===== src/rtl/mem_ctrl_pkg.sv =====
`default_nettype none
// ============================================================================
// Module   : mem_ctrl_pkg
// Purpose  : Shared geometry constants and types for the 32x64 masked 1R1W
//            SRAM controller.
// Revision : 1.0 - initial release
// ============================================================================
package mem_ctrl_pkg;

    localparam int DEPTH     = 32;
    localparam int WIDTH     = 64;
    localparam int MASK_GRAN = 8;
    localparam int LANES     = WIDTH / MASK_GRAN;
    localparam int ADDR_W    = $clog2(DEPTH);

    typedef enum logic [0:0] {
        INIT = 1'b0,
        RUN  = 1'b1
    } ctrl_state_e;

    typedef struct packed {
        logic [ADDR_W-1:0] addr;
        logic [WIDTH-1:0]  data;
        logic [LANES-1:0]  mask;
    } wr_req_t;

endpackage
`default_nettype wire


===== src/rtl/mem_ctrl_rr_arb2.sv =====
`default_nettype none
// ============================================================================
// Module   : mem_ctrl_rr_arb2
// Purpose  : Two-way round-robin arbiter. A lone requester always wins; when
//            both request, the one not granted last time wins. The priority
//            pointer only moves on a grant and starts favouring requester 0.
// Revision : 1.0 - initial release
// ============================================================================
module mem_ctrl_rr_arb2 (
    input  logic       clk,
    input  logic       rst_n,
    input  logic [1:0] i_valid,
    output logic [1:0] o_grant,
    output logic       o_grant_idx
);

    logic r_prio;

    // Pick the winner from the request pattern and the priority pointer
    always_comb begin
        o_grant     = 2'b00;
        o_grant_idx = 1'b0;
        case (i_valid)
            2'b01: begin
                o_grant     = 2'b01;
                o_grant_idx = 1'b0;
            end
            2'b10: begin
                o_grant     = 2'b10;
                o_grant_idx = 1'b1;
            end
            2'b11: begin
                o_grant     = r_prio ? 2'b10 : 2'b01;
                o_grant_idx = r_prio;
            end
            default: begin
                o_grant     = 2'b00;
                o_grant_idx = 1'b0;
            end
        endcase
    end

    // After a grant, favour the other requester next time
    always_ff @(posedge clk or negedge rst_n) begin
        if (!rst_n) begin
            r_prio <= 1'b0;
        end else if (|i_valid) begin
            r_prio <= ~o_grant_idx;
        end
    end

endmodule
`default_nettype wire


===== src/rtl/mem_1r1w_masked_32x64_ctrl.sv =====
`default_nettype none
// ============================================================================
// Module   : mem_1r1w_masked_32x64_ctrl
// Purpose  : Owns the 32x64 byte-masked 1R1W SRAM wrapper. Clears all words
//            after reset, round-robin shares the write port between two
//            masked writers and sequences reads with a registered response.
// Config   : MEM_CTRL_BYPASS_EN - when defined, a read colliding with a
//            same-cycle write is accepted and the written lanes are merged
//            into the response; otherwise the read is stalled one cycle.
// Revision : 1.0 - initial release
// ============================================================================
module mem_1r1w_masked_32x64_ctrl
    import mem_ctrl_pkg::*;
(
    input  logic              clock,
    input  logic              reset_n,
    output logic              init_done,
    input  logic              w0_valid,
    output logic              w0_ready,
    input  logic [ADDR_W-1:0] w0_addr,
    input  logic [WIDTH-1:0]  w0_data,
    input  logic [LANES-1:0]  w0_mask,
    input  logic              w1_valid,
    output logic              w1_ready,
    input  logic [ADDR_W-1:0] w1_addr,
    input  logic [WIDTH-1:0]  w1_data,
    input  logic [LANES-1:0]  w1_mask,
    input  logic              rd_valid,
    output logic              rd_ready,
    input  logic [ADDR_W-1:0] rd_addr,
    output logic              rsp_valid,
    input  logic              rsp_ready,
    output logic [WIDTH-1:0]  rsp_data,
    output logic [ADDR_W-1:0] R0_addr,
    output logic              R0_en,
    input  logic [WIDTH-1:0]  R0_data,
    output logic [ADDR_W-1:0] W0_addr,
    output logic              W0_en,
    output logic [WIDTH-1:0]  W0_data,
    output logic [LANES-1:0]  W0_mask
);

    ctrl_state_e       r_state;
    logic [ADDR_W-1:0] r_init_cnt;
    logic              r_init_we;
    logic              r_rsp_valid;

    logic              w_run;
    logic [1:0]        w_wr_valid;
    logic [1:0]        w_wr_grant;
    logic              w_wr_idx;
    logic              w_wr_en;
    wr_req_t           w_wr_req;
    logic              w_collision;
    logic              w_collision_stall;
    logic [WIDTH-1:0]  w_rsp_merged;

    assign w_run      = (r_state == RUN);
    assign init_done  = w_run;
    assign w_wr_valid = {w1_valid, w0_valid} & {2{w_run}};

    mem_ctrl_rr_arb2 u_arb (
        .clk         (clock),
        .rst_n       (reset_n),
        .i_valid     (w_wr_valid),
        .o_grant     (w_wr_grant),
        .o_grant_idx (w_wr_idx)
    );

    assign w_wr_en  = |w_wr_grant;
    assign w0_ready = w_wr_grant[0];
    assign w1_ready = w_wr_grant[1];

    // Select the granted requester's write fields
    always_comb begin
        if (w_wr_idx) begin
            w_wr_req.addr = w1_addr;
            w_wr_req.data = w1_data;
            w_wr_req.mask = w1_mask;
        end else begin
            w_wr_req.addr = w0_addr;
            w_wr_req.data = w0_data;
            w_wr_req.mask = w0_mask;
        end
    end

    // Clear sweep while initialising, otherwise the granted write; idle is all-zero
    always_comb begin
        W0_en   = 1'b0;
        W0_addr = '0;
        W0_data = '0;
        W0_mask = '0;
        if (r_init_we) begin
            W0_en   = 1'b1;
            W0_addr = r_init_cnt;
            W0_mask = '1;
        end else if (w_wr_en) begin
            W0_en   = 1'b1;
            W0_addr = w_wr_req.addr;
            W0_data = w_wr_req.data;
            W0_mask = w_wr_req.mask;
        end
    end

    assign w_collision = rd_valid && w_wr_en && (rd_addr == w_wr_req.addr);

`ifdef MEM_CTRL_BYPASS_EN
    assign w_collision_stall = 1'b0;
`else
    assign w_collision_stall = w_collision;
`endif

    assign rd_ready = w_run && (!r_rsp_valid || rsp_ready) && !w_collision_stall;
    assign R0_en    = rd_valid && rd_ready;
    assign R0_addr  = R0_en ? rd_addr : '0;

    // Init/run sequencing: the write enable is registered so every output is
    // zero while reset is held, and the sweep covers addresses 0..DEPTH-1
    always_ff @(posedge clock or negedge reset_n) begin
        if (!reset_n) begin
            r_state    <= INIT;
            r_init_cnt <= '0;
            r_init_we  <= 1'b0;
        end else begin
            case (r_state)
                INIT: begin
                    if (!r_init_we) begin
                        r_init_we <= 1'b1;
                    end else if (r_init_cnt == ADDR_W'(DEPTH - 1)) begin
                        r_init_we  <= 1'b0;
                        r_init_cnt <= '0;
                        r_state    <= RUN;
                    end else begin
                        r_init_cnt <= r_init_cnt + ADDR_W'(1);
                    end
                end
                RUN: begin
                    r_init_we <= 1'b0;
                end
                default: begin
                    r_state <= INIT;
                end
            endcase
        end
    end

    // Response valid: set by an accepted read, cleared when consumed
    always_ff @(posedge clock or negedge reset_n) begin
        if (!reset_n) begin
            r_rsp_valid <= 1'b0;
        end else if (R0_en) begin
            r_rsp_valid <= 1'b1;
        end else if (rsp_ready) begin
            r_rsp_valid <= 1'b0;
        end
    end

`ifdef MEM_CTRL_BYPASS_EN
    logic             r_byp_hit;
    logic [WIDTH-1:0] r_byp_data;
    logic [LANES-1:0] r_byp_mask;

    // Capture the colliding write alongside the read so it can be merged
    // over the macro's pre-write output; held until the next accepted read
    always_ff @(posedge clock or negedge reset_n) begin
        if (!reset_n) begin
            r_byp_hit  <= 1'b0;
            r_byp_data <= '0;
            r_byp_mask <= '0;
        end else if (R0_en) begin
            r_byp_hit  <= w_collision;
            r_byp_data <= w_wr_req.data;
            r_byp_mask <= w_wr_req.mask;
        end
    end

    for (genvar i = 0; i < LANES; i++) begin : g_lane
        assign w_rsp_merged[i*MASK_GRAN +: MASK_GRAN] =
            (r_byp_hit && r_byp_mask[i]) ? r_byp_data[i*MASK_GRAN +: MASK_GRAN]
                                         : R0_data[i*MASK_GRAN +: MASK_GRAN];
    end
`else
    assign w_rsp_merged = R0_data;
`endif

    assign rsp_valid = r_rsp_valid;
    assign rsp_data  = r_rsp_valid ? w_rsp_merged : '0;

endmodule
`default_nettype wire

===== config.mk =====
export PLATFORM = sky130hd
export DESIGN_NAME = mem_1r1w_masked_32x64_ctrl
export DESIGN_NICKNAME = d
export VERILOG_FILES = /design/src/rtl/mem_ctrl_pkg.sv /design/src/rtl/mem_ctrl_rr_arb2.sv /design/src/rtl/mem_1r1w_masked_32x64_ctrl.sv
export SDC_FILE = /design/constraint.sdc
export NUM_CORES = 1
export LEC_CHECK = 0
export CAP_MARGIN = 20
export CORE_AREA = 3 3 147 149
export DETAILED_ROUTE_END_ITERATION = 16
export DIE_AREA = 0 0 150 152
export GPL_TIMING_DRIVEN = 0
export PLACE_DENSITY = 0.58
export SETUP_SLACK_MARGIN = 0.15
export SYNTH_ARGS = -nofsm -noshare
export SYNTH_HDL_FRONTEND = slang
export SYNTH_SLANG_ARGS = --single-unit
export TNS_END_PERCENT = 50

===== constraint.sdc =====
create_clock -name clock -period 1.9 [get_ports clock]
set_clock_uncertainty 0.1 [all_clocks]
set_input_delay 0.285 -clock clock [delete_from_list [all_inputs] [get_ports clock]]
set_output_delay 0.285 -clock clock [all_outputs]
set_load 0.1 [all_outputs]

Word level (Yosys, flattened, before mapping)
Cells that the tools add are included.

Add/subtract/negate cells: 1. Multiply operators: 0. Divide/modulo/power cells: 0. Order comparisons: 0. Eq/ne operators: 5. Shifts and indexed selects: 0. Mux-type cells: 23. Bitwise logic cells: 3. Reduce and logical (&&, ||, !) cells: 12.

Operators with widths (count): 64-bit two-way mux (3); 77-bit two-way mux (1); 5-bit two-way mux (4); 8-bit two-way mux (2); 1-bit two-way mux (9); 2-bit case mux with 3 select lines (1); 5-bit by 1-bit adder with 5-bit output, second input constant (1); 5-bit == test (1); 5-bit == test, second input constant (1); 1-bit logical AND (5); 2-bit == test, second input constant (2); 1-bit case mux with 2 select lines (2); 2-bit OR reduction (2); 2-bit AND (1); 2-bit by 1-bit == test with 1-bit output, second input constant (1); 1-bit logical NOT (2); 2-bit two-way mux (1); 1-bit inverter (2); 2-bit AND reduction (1); 2-bit nonzero test (1); 1-bit logical OR (1).

Flip-flop bits (word level): 9. Latch bits: 0. Memory bits (writable): 0. Bits in read-only memories: 0. Bits of input ports: 229. Output and inout bits: 153. Word-level logic and storage cells: 49. Memories: 0.

Depth between registers and ports, before layout
Depth after elaboration: 10. Gate-level depth with buffers: 8. Mapped depth without buffers: 6.

Cells and area by module
A second synthesis with hierarchy kept.

Cell total of the unflattened synthesis: 315. Area total of the unflattened synthesis: 2238.4 um2.

By module, submodules not included: mem_1r1w_masked_32x64_ctrl (times used 1, cells each 308, area an instance 2174.6 um2); mem_ctrl_rr_arb2 (times used 1, cells each 7, area an instance 63.8 um2).

Worst setup path after synthesis
No wires, ideal clock.

Path kind: reg2out. From: register r_state (netlist: init_done). To: output port W0_data[54]. Arrival time: 4.145 ns. Required time: 1.515 ns. Slack: -2.630 ns. Stages on the path, launching flop included: 8. Buffers on the path: 2. Cells stage by stage: dfrtp_1 > buf_4 > and2_4 > nand2_2 > inv_2 > clkbuf_1 > nand2_1 > a21oi_1.

Word-level cells in the longest chain between the ends: 6. Elaborated cells on any way between the ends: 10. Classes of those cells: 3 x eq/ne; 5 x mux; 1 x bitwise; 1 x reduce/logical.

Ends and longest elaborated chain: start: declaration (line mem_1r1w_masked_32x64_ctrl.sv:43) `ctrl_state_e r_state;`; start signal: assignment (line mem_1r1w_masked_32x64_ctrl.sv:121) `r_state <= INIT;`; start signal: assignment (line mem_1r1w_masked_32x64_ctrl.sv:132) `r_state <= RUN;`; start signal: assignment (line mem_1r1w_masked_32x64_ctrl.sv:141) `r_state <= INIT;`; 2-bit AND (*) (line mem_1r1w_masked_32x64_ctrl.sv:60) `assign w_wr_valid = {w1_valid, w0_valid} & {2{w_run}};`; 2-bit == test / 2-bit by 1-bit == test with 1-bit output (equally long branches) (line mem_ctrl_rr_arb2.sv:23) `case (i_valid)`; 2-bit case mux with 3 select lines (*) (line mem_ctrl_rr_arb2.sv:23); net w1_ready (line mem_1r1w_masked_32x64_ctrl.sv:24) `output logic w1_ready,`; 2-bit OR reduction (*) (line mem_1r1w_masked_32x64_ctrl.sv:70) `assign w_wr_en = |w_wr_grant;`; 64-bit two-way mux (*) (line mem_1r1w_masked_32x64_ctrl.sv:97) `end else if (w_wr_en) begin`; 64-bit two-way mux (*) (line mem_1r1w_masked_32x64_ctrl.sv:93) `if (r_init_we) begin`; end: declaration (line mem_1r1w_masked_32x64_ctrl.sv:39) `output logic [WIDTH-1:0] W0_data,`.

The timed path passes the listed nets; every way through them passes the cells marked *.

Worst setup path in the final report
From: register r_state (netlist: init_done). To: output port R0_en.

Word-level cells in the longest chain between the ends: 9. Elaborated cells on any way between the ends: 15. Classes of those cells: 4 x eq/ne; 3 x mux; 1 x bitwise; 7 x reduce/logical.

Ends and longest elaborated chain: 2-bit AND (line mem_1r1w_masked_32x64_ctrl.sv:60); 2-bit == test / 2-bit by 1-bit == test with 1-bit output (equally long branches) (line mem_ctrl_rr_arb2.sv:23); 1-bit case mux with 2 select lines / 2-bit case mux with 3 select lines (equally long branches) (line mem_ctrl_rr_arb2.sv:23); 77-bit two-way mux / 2-bit OR reduction (equally long branches) (line mem_1r1w_masked_32x64_ctrl.sv:76, mem_1r1w_masked_32x64_ctrl.sv:70); 5-bit == test / 1-bit logical AND (equally long branches) (line mem_1r1w_masked_32x64_ctrl.sv:105) `assign w_collision = rd_valid && w_wr_en && (rd_addr == w_wr_req.addr);`; 1-bit logical AND (line mem_1r1w_masked_32x64_ctrl.sv:105); 1-bit logical NOT (line mem_1r1w_masked_32x64_ctrl.sv:113) `assign rd_ready = w_run && (!r_rsp_valid || rsp_ready) && !w_collision_stall;`; 1-bit logical AND (*) (line mem_1r1w_masked_32x64_ctrl.sv:113); 1-bit logical AND (*) (line mem_1r1w_masked_32x64_ctrl.sv:114) `assign R0_en = rd_valid && rd_ready;`; end: declaration (line mem_1r1w_masked_32x64_ctrl.sv:35) `output logic R0_en,`.

Every way passes the cells marked *; elsewhere a longest branch is shown, timed or not.

==> flow_summary.json <==
{
  "grt_overflow": 0,
  "cts_sinks": 9,
  "worst-path-buf-inv": 4,
  "ys_types": 35,
  "synth_area_leaders": "nand2_1, and2_1, a21oi_1",
  "outcome": "complete, but fails checks",
  "vias_per_cell": 4.08,
  "dpl_cell_area_um2": 7350,
  "ys_ff_latch": 9,
  "vias": 4394,
  "grt_pass1_vias": 4707,
  "worst-path-max-fanout": 7,
  "synth_warnings": 0,
  "drc_errors": 0,
  "critPathArrivalTime_ns": 2.13,
  "cts_tree": "done",
  "path_class": "flip-flop to output port",
  "regArea_um2": 229,
  "start_util": 0.111,
  "rows": 52,
  "rsz0062_at_grt": "yes",
  "crit_family": "buffers and inverters",
  "worst_slew_pin_slew_ns": 1.01,
  "grt_pass1_wl_um": 26900,
  "timing.hold.ws_ns": 0.268,
  "drv_cap": 0,
  "p_leak_nw": 3.54,
  "grt_max_degree": 11,
  "synth-edff-count": 0,
  "setup.reg_to_reg.worst_slack_ns": -0.07,
  "pin_count": 382,
  "firstDrtPassIters": 4,
  "syn_avg_cell_area_um2": 5.64,
  "power_density_nw_per_um2": 598,
  "route.detailed.wl_per_inst_um": 17.2,
  "dpl.hpwl_um": 15100,
  "diodes": 0,
  "switchingPower_mw": 3.09,
  "yosys-top-cells-count": "nand2_1, a21oi_1, and2_1, clkbuf_1",
  "cp-start-kind": "flip-flop",
  "timing.fmax_mhz": 397,
  "fin_ws_ns": -0.616,
  "violations": "negative setup slack",
  "yosysMostFrequentCell": "nand2_1",
  "dieHeight_um": 152,
  "cts_buffers": 3,
  "path_common_cell": "buf_12",
  "cts_max_level": 1,
  "comb_power_share": 0.891,
  "multiInputGateArea_um2": 2870,
  "drive_gt1_frac": 0.405,
  "slowest_stage": "dfrtp_4",
  "critical_path.cell_chain": "buf_6 > and2_4 > nand2_4 > inv_8 > mux2_4 > a221oi_4 > buf_12 > nor2b_2 > buf_12",
  "synth_fp_nets": 630,
  "grt_use_total": 0.149,
  "dieArea_um2": 22800,
  "ys.flop_type": "dfrtp_1",
  "sw_frac_of_total": 0.587,
  "num-fill-cells": 1931,
  "ant_nets": 0,
  "core_area_um2": 20300,
  "async_flop_share": 1.00,
  "clock_latency_ns": 0.23,
  "period_needed_ns": 2.52,
  "cts_root_buffer": "clkbuf_16",
  "nNetsFinal": 1040,
  "setup_violations": 122,
  "max-slew-margin-rel": 0.327,
  "cts_hold_buf": 0,
  "finalHoldViolCount": 0,
  "cts_buffer_depth": 2,
  "drv_slew": 0,
  "place.port_buffers": 381,
  "internal_power_mw": 2.18,
  "yosysSeqAreaShare": 0.100,
  "synth_top_area_share": 0.238,
  "synth_area_leader_cell": "nand2_1",
  "dr.first_iter.drc_count": 99,
  "clk_pin_slew_worst_paths_ns": 0.04,
  "final_cell_area_um2": 8810,
  "cp.required_ns": 1.51,
  "fin_crit_sh": 1.32,
  "gp_congestion": 0.801,
  "syn_area_um2": 2250,
  "clkPwrFrac": 0.070,
  "irDropWorstVdd_v": 0.000284,
  "p_seq_frac": 0.038,
  "cpPeakStageDelay_ns": 0.46,
  "hold_path.class": "input port to asynchronous set/reset pin",
  "netlist_instances": 399,
  "cp-end-kind": "output port",
  "wirelength_um": 18500,
  "syn_to_final_growth_pct": 291,
  "die_w_um": 150,
  "antenna_found_initial": 1
}
[per-stage QoR]
stage	power, mW	TNS [ns]	worst slack (ns)	cells	utilization
after floorplan	3.09	-93.10	-0.688	399	-
after global placement	4.28	-197.26	-1.84	1050	0.362
after detailed placement	4.29	-197.48	-1.84	1050	0.362
after CTS	5.14	-50.05	-0.647	1064	0.415
after global routing	5.44	-48.07	-0.687	1078	0.434
final	5.27	-39.04	-0.616	1078	0.434
[power by group through the flow]
| stage | clock network, mW | registers [mW] | logic (mW) |
|---|---|---|---|
| 2_1_floorplan | 0 | 0.217 | 2.87 |
| 3_3_place_gp | 0 | 0.205 | 4.08 |
| 3_5_place_dp | 0 | 0.205 | 4.08 |
| 4_1_cts | 0.378 | 0.202 | 4.56 |
| 5_1_grt | 0.389 | 0.203 | 4.85 |
| 6_report | 0.370 | 0.202 | 4.69 |
[final timing paths]
kind,startpoint,end,cells after the start
max,init_done,R0_en,9
min,reset_n,r_init_cnt[0],1
max reg2reg,init_done,rsp_valid,8
min reg2reg,u_arb.r_prio,u_arb.r_prio,1
max in group asynchronous,reset_n,init_done,1
min in group clock,u_arb.r_prio,u_arb.r_prio,1
[final cells by class]
type                       count  share of cell area
buffer                        34              0.0466
inverter                       3             0.00213
sequential                     9              0.0260
multi-input combinational    353               0.326
tap                          270              0.0383
clock buffer                   4             0.00895
timing repair buffer         405               0.552
[routing by layer]
metal	global-route usage	wire length, um	vias up
met4	0.0200	248	2
met3	0.0471	1910	20
met2	0.296	10100	248
met1	0.151	6220	1999
met5	0	13	-
li1	-	-	2125
[registers in the layout, indices dropped and copies added, names as in the netlist]
| signal | flops |
|---|---|
| r_init_cnt | 5 |
| init_done | 1 |
| r_init_we | 1 |
| rsp_valid | 1 |
| u_arb.r_prio | 1 |
[logic make-up after synthesis]
| logic type | Yosys count | share of synthesized area |
|---|---|---|
| and+or+nand+nor | 233 | 0.480 |
| buffers and inverters | 37 | 0.0689 |
| xor gates and xnor gates | 5 | 0.0195 |
| AOI/OAI and AO/OA | 98 | 0.251 |
| DFF | 9 | 0.100 |
| muxes | 15 | 0.0700 |
| adders and majority gates | 2 | 0.0111 |
[layout by cell type (no fill, tap or decap), types with 3 or more instances in the layout]
| master | count |
|---|---|
| clkbuf_16 | 6 |
| nand2_1 | 135 |
| clkbuf_2 | 3 |
| buf_6 | 18 |
| and2_1 | 64 |
| clkdlybuf4s15_2 | 17 |
| xnor2_1 | 5 |
| nand2_2 | 5 |
| nor2_1 | 4 |
| buf_8 | 14 |
| o21bai_4 | 6 |
| nand2_4 | 4 |
| buf_4 | 28 |
| buf_16 | 3 |
| nand4_1 | 3 |
| a21oi_4 | 64 |
| clkdlybuf4s50_1 | 223 |
| clkbuf_1 | 4 |
| dlygate4sd2_1 | 4 |
| o21ai_0 | 7 |
| clkbuf_4 | 27 |
| nor2_2 | 3 |
| buf_12 | 83 |
| nand2b_1 | 4 |
| buf_2 | 3 |
| o21ai_4 | 5 |
| clkbuf_8 | 7 |
| mux2i_4 | 3 |
| dfrtp_1 | 8 |
| mux2i_2 | 8 |
[what timing repair did]
action / 4_1_cts / 5_1_grt
resized for setup: 1054 / 181
pin swaps: 4 / 13
cloned: 0 / 3
setup endpoints to repair: 154 / 157
buffers inserted: 10 / 11
No activity file was read; power rests on OpenSTA's default activity.
